===== src/rtl/slength_decoder.sv =====
// slength_decoder: serial fixed-Huffman DEFLATE length-code decoder (symbols 256..285 plus extra bits)
module slength_decoder #(
    parameter int OUT_LEN_W = 9
) (
    input  logic                 clk,
    input  logic                 rst,
    input  logic                 bit_in,
    input  logic                 bit_valid_in,
    output logic                 bit_ready_out,
    output logic [OUT_LEN_W-1:0] match_length_out,
    output logic                 match_valid_out,
    input  logic                 out_ready_in,
    output logic                 eob_out,
    output logic                 error_out
);
    typedef enum logic [1:0] {CODE, EXTRA, OUT} state_t;
    state_t state, state_n;
    logic       started, acc, eob, eob_n, err_n;
    logic [6:0] code_sr, code_sr_n, v7;
    logic [3:0] code_cnt, code_cnt_n, cnt_s;
    logic [8:0] base, base_n, len, len_n, sym, sym_base;
    logic [2:0] eb, eb_n, ex_cnt, ex_cnt_n, sym_eb;
    logic [4:0] ex_val, ex_val_n, ex_new, idx;
    logic [7:0] sr_s;
    logic       at7, at8, is_eob, more, hit, bad;
    assign bit_ready_out    = started && state != OUT;
    assign match_valid_out  = state == OUT;
    assign match_length_out = OUT_LEN_W'(len);
    assign eob_out          = eob;
    assign acc    = bit_valid_in && bit_ready_out;
    assign sr_s   = {code_sr, bit_in};
    assign cnt_s  = code_cnt + 4'd1;
    assign v7     = sr_s[6:0];
    assign at7    = cnt_s == 4'd7;
    assign at8    = cnt_s == 4'd8;
    assign is_eob = at7 && v7 == 7'd0;
    assign more   = at7 && v7 >= 7'd96 && v7 <= 7'd99;
    assign hit    = at7 ? (v7 >= 7'd1 && v7 <= 7'd23) : (at8 && sr_s >= 8'd192 && sr_s <= 8'd197);
    assign bad    = (at7 || at8) && !hit && !is_eob && !more;
    assign sym    = at8 ? 9'd88 + {1'b0, sr_s} : 9'd256 + {2'b0, v7};
    // Symbols 265..284 come in groups of four sharing an extra-bit count; base = ((4+pos)<<eb)+3
    assign idx      = sym[4:0] - 5'd9;
    assign sym_eb   = (sym < 9'd265 || sym == 9'd285) ? 3'd0 : idx[4:2] + 3'd1;
    assign sym_base = sym < 9'd265 ? sym - 9'd254 :
                      sym == 9'd285 ? 9'd258 : ({7'd1, idx[1:0]} << sym_eb) + 9'd3;
    assign ex_new   = ex_val | ({4'd0, bit_in} << ex_cnt);
    always_comb begin
        state_n    = state;
        code_sr_n  = code_sr;
        code_cnt_n = code_cnt;
        base_n     = base;
        eb_n       = eb;
        ex_cnt_n   = ex_cnt;
        ex_val_n   = ex_val;
        len_n      = len;
        eob_n      = eob;
        err_n      = 1'b0;
        if (state == CODE && acc) begin
            code_sr_n  = sr_s[6:0];
            code_cnt_n = cnt_s;
            if (bad) begin
                code_sr_n  = '0;
                code_cnt_n = '0;
                err_n      = 1'b1;
            end else if (is_eob) begin
                state_n = OUT;
                eob_n   = 1'b1;
                len_n   = '0;
            end else if (hit) begin
                base_n   = sym_base;
                eb_n     = sym_eb;
                ex_cnt_n = '0;
                ex_val_n = '0;
                len_n    = sym_base;
                if (sym_eb == 3'd0) state_n = OUT;
                else state_n = EXTRA;
            end
        end else if (state == EXTRA && acc) begin
            ex_val_n = ex_new;
            ex_cnt_n = ex_cnt + 3'd1;
            if (ex_cnt + 3'd1 == eb) begin
                len_n   = base + {4'd0, ex_new};
                state_n = OUT;
            end
        end else if (state == OUT && out_ready_in) begin
            state_n    = CODE;
            eob_n      = 1'b0;
            code_sr_n  = '0;
            code_cnt_n = '0;
            ex_cnt_n   = '0;
            ex_val_n   = '0;
        end
    end
    always_ff @(posedge clk or posedge rst) begin
        if (rst) begin
            state     <= CODE;
            started   <= 1'b0;
            code_sr   <= '0;
            code_cnt  <= '0;
            base      <= '0;
            eb        <= '0;
            ex_cnt    <= '0;
            ex_val    <= '0;
            len       <= '0;
            eob       <= 1'b0;
            error_out <= 1'b0;
        end else begin
            state     <= state_n;
            started   <= 1'b1;
            code_sr   <= code_sr_n;
            code_cnt  <= code_cnt_n;
            base      <= base_n;
            eb        <= eb_n;
            ex_cnt    <= ex_cnt_n;
            ex_val    <= ex_val_n;
            len       <= len_n;
            eob       <= eob_n;
            error_out <= err_n;
        end
    end
endmodule


===== config.mk =====
export PLATFORM = sky130hd
export DESIGN_NAME = slength_decoder
export DESIGN_NICKNAME = d
export VERILOG_FILES = /design/src/rtl/slength_decoder.sv
export SDC_FILE = /design/constraint.sdc
export NUM_CORES = 1
export LEC_CHECK = 0
export ABC_CLOCK_PERIOD_IN_PS = 8300
export BUFFER_PORTS_ARGS = -buffer_cell sky130_fd_sc_hd__buf_4
export CAP_MARGIN = 30
export CORE_ASPECT_RATIO = 1.75
export CORE_MARGIN = 5
export CORE_UTILIZATION = 40
export DETAILED_ROUTE_END_ITERATION = 16
export PLACE_DENSITY = 0.64
export SLEW_MARGIN = 5
export SYNTH_ARGS = -nofsm -noshare
export SYNTH_HDL_FRONTEND = slang
export SYNTH_SLANG_ARGS = --single-unit
export TNS_END_PERCENT = 20

===== constraint.sdc =====
create_clock -name clk -period 8.3 [get_ports clk]
set_clock_uncertainty 0.1 [all_clocks]
set_input_delay 0.415 -clock clk [delete_from_list [all_inputs] [get_ports clk]]
set_output_delay 0.415 -clock clk [all_outputs]
set_load 0.03 [all_outputs]

==> impl_metrics.csv <==
group,metric,value,unit
logic_synthesis,synth_fp_nets,463,
setup_path,required,8.41,ns
routing,dr.first_iter.drc_count,207,
global_routing,antenna_found_initial,0,
worst_hold_path,hold_path.class,"in2async",
cts,cts_setup_buffers,0,
finish,nNetsFinal,467,
logic_synthesis,synth_cell_types,67,
routing,totalWireLength,10300,µm
placement,gp_congestion,0.974,
cts,post_cts_resized,0,
logic_synthesis,synth_top_cell_by_area,"dfrtp_1",
floorplanning,core,8730,µm²
floorplanning,design.die.area,11000,µm²
global_routing,grt_pass1_wl,17000,µm
setup_path,cp-start-kind,"flop",
logic_synthesis,syn_inst,435,
pwr,switchingPower,749,µW
sta,hold_violations,0,
floorplanning,die_y,135,µm
pwr,comb_power_share,60.0,%
logic_synthesis,avgSynthCellArea,8.25,µm²
setup_path,end_kind,"flop",
placement,placed_area,3780,µm²
flow_run,drv_cap,0,
global_routing,gr-total-overflow,0,
global_routing,track_usage,20.1,%
outcome,outcome,"complete, no violations",
cts,cts-root-buf,"clkbuf_16",
logic_synthesis,synth-seq-cells,45,
sta,tightest_slew,0.856,ns
cts,cts.sinks,45,
pwr,leakage,1.67,nW
sta,rsz0062_at_grt,"false",
cts,clock_path_buffers,2,
sta,finalSetupTns,0,ns
pwr,intPower,693,µW
floorplanning,die_w,81.6,µm
cts,cts_tree,"built",
setup_path,cp_max_fo,13,
pwr,clkPwrFrac,14.0,%
sta,setup_viol,0,
logic_synthesis,ys_top_cells_by_area,"dfrtp_1 (31%), ha_1 (7.7%), nand2_1 (5.8%), o21ai_0 (5.3%), xnor2_1 (3.9%)",
sta,maxSlewViolCount,0,
pwr,irDropWorstVdd,0.143,mV
logic_synthesis,synth_seq_area_share,31.4,%
placement,port_buffers,17,
routing,vias,3242,
pwr,seq_power_share,26.0,%
setup_path,crit_arrival,4.64,ns
routing,drcViolationCount,0,
logic_synthesis,netlist.area_leader.share,31.4,%
finish,areaGrowthSynthToFinish,9.45,%
logic_synthesis,yosysMostFrequentCell,"nand2_1",
sta,fmax,221,MHz
sta,min_period_over_period,54.5,%
finish,drive_above_1_share,10.5,%
floorplanning,rows,45,
routing,viasPerCell,5.83,
setup_path,critPathKind,"reg2reg",
routing,avgRoutedWirePerCell,18.5,µm
sta,finalWorstSetupSlack,3.78,ns
logic_synthesis,async_reset_ff_share,100,%
floorplanning,ios,18,
routing,drtAntennaViolNets,0,
placement,dp.final_hpwl,7990,µm
global_routing,grt_pass1_vias,3203,
logic_synthesis,yosys_warnings,0,
global_routing,grt_max_degree,28,
finish,antenna_cells,0,
sta,slew_headroom,42.9,%
floorplanning,initial_utilization,41.1,%
placement,dp_slack,3.75,ns
cts,clkLatencyLatePin,0.29,ns
sta,period_minus_slack,4.52,ns
logic_synthesis,synth_flop_cell,"dfrtp_1",
pwr,pwr_density_cell,367,nW/µm²
routing,drtPass1Iterations,5,
logic_synthesis,synth-edff-count,0,
logic_synthesis,syn-cell-area,3590,µm²
finish,design_area,3930,µm²
cts,numCtsBuffers,5,
cts,clk_pin_slew,0.06,ns
cts,cts_hold_buf,0,
logic_synthesis,synthTopCellsByCount,"nand2_1 (55), dfrtp_1 (45), o21ai_0 (38)",
cts,cts_max_level,2,
pwr,swShare,52.0,%
layer usage:
metal,track usage (%),vias to the layer above,wire length [µm]
li1,-,1587,-
met1,21.7,1572,4010
met2,36.8,65,5630
met3,3.00,18,281
met4,9.98,0,378
met5,0,-,0
power by group through the flow:
stage                     registers, mW  logic [mW]  clock network (mW)
after CTS                         0.374       0.861               0.208
after floorplan                   0.357       0.652                   0
final                             0.375       0.865               0.202
after global placement            0.376       0.857                   0
after detailed placement          0.378       0.855                   0
after global routing              0.385       0.961               0.216
cells by family (layout without fill, tap and decap cells):
logic type | after synthesis | after routing | share of synthesized area [%]
adders and majority gates | 23 | 23 | 8.23
buffers and inverters | 41 | 45 | 5.02
AOI/OAI and AO/OA | 140 | 140 | 26.3
DFF | 45 | 45 | 31.4
and+or+nand+nor | 155 | 155 | 21.2
xor gates and xnor gates | 20 | 20 | 4.88
muxes | 10 | 10 | 2.90
other | 1 | 1 | 0.105
critical path, cell delays in order (launching register included):
cell	delay, ns
dfrtp_1	0.60
inv_1	0.21
ha_1	0.22
a21boi_0	0.48
xnor2_1	0.15
xnor2_1	0.15
ha_1	0.27
nand4_1	0.12
mux2i_1	0.10
nor4_2	0.41
and2_1	0.41
nor2_1	0.07
a32oi_1	0.22
ha_1	0.29
o31ai_1	0.12
nor3_1	0.20
mux2i_1	0.14
a31oi_1	0.17
registers in the layout, indices dropped and copies added (netlist names):
name	cells
ex_val	5
code_cnt	4
started	1
base	9
eob_out	1
code_sr	7
state	2
error_out	1
match_length_out	9
eb	3
ex_cnt	3
worst paths after layout:
path | start | endpoint | slack (ns) | cells past startpoint
setup / recovery | code_sr[1] | base[4] | 3.78 | 17
hold / removal | rst | ex_cnt[2] | 0.03 | 2
setup reg to reg | code_sr[1] | base[4] | 3.78 | 17
hold reg to reg | eob_out | eob_out | 0.39 | 2
max in group asynchronous | rst | match_length_out[5] | 7.57 | 3
min in group clk | out_ready_in | state[1] | 0.35 | 4
metrics by stage:
stage	hold slack [ns]	util (%)	instances	power, mW
after floorplan	0.356	-	435	1.01
after global placement	0.376	43.1	548	1.23
after detailed placement	0.357	43.3	549	1.23
after CTS	0.0463	45.0	556	1.44
after global routing	0.0727	45.0	556	1.56
final	0.0330	45.0	556	1.44
layout make-up:
| type | count | area [µm²] |
|---|---|---|
| Fill cell | 902 | 4800 |
| Clock buffer | 6 | 139 |
| Timing Repair Buffer | 19 | 155 |
| Inverter | 19 | 71.3 |
| Sequential cell | 45 | 1130 |
| Clock inverter | 1 | 7.51 |
| Tap cell | 117 | 146 |
| Multi-Input combinational cell | 349 | 2280 |
cell usage in the layout (no fill, tap or decap), types with 5 or more instances in the layout:
master     count
a21boi_0       8
a21oi_1       24
a22o_1         5
clkbuf_16      5
buf_4         18
a31oi_1        7
nor3_1        14
ha_1          22
dfrtp_1       45
a211oi_1       5
nor2b_1        6
and2_1         6
nand3_1       15
mux2i_1        7
inv_1         17
o21ai_0       38
nand2_1       55
xnor2_1       16
a21o_1         7
nor2_1        28
(Power assumes the default switching activity.)
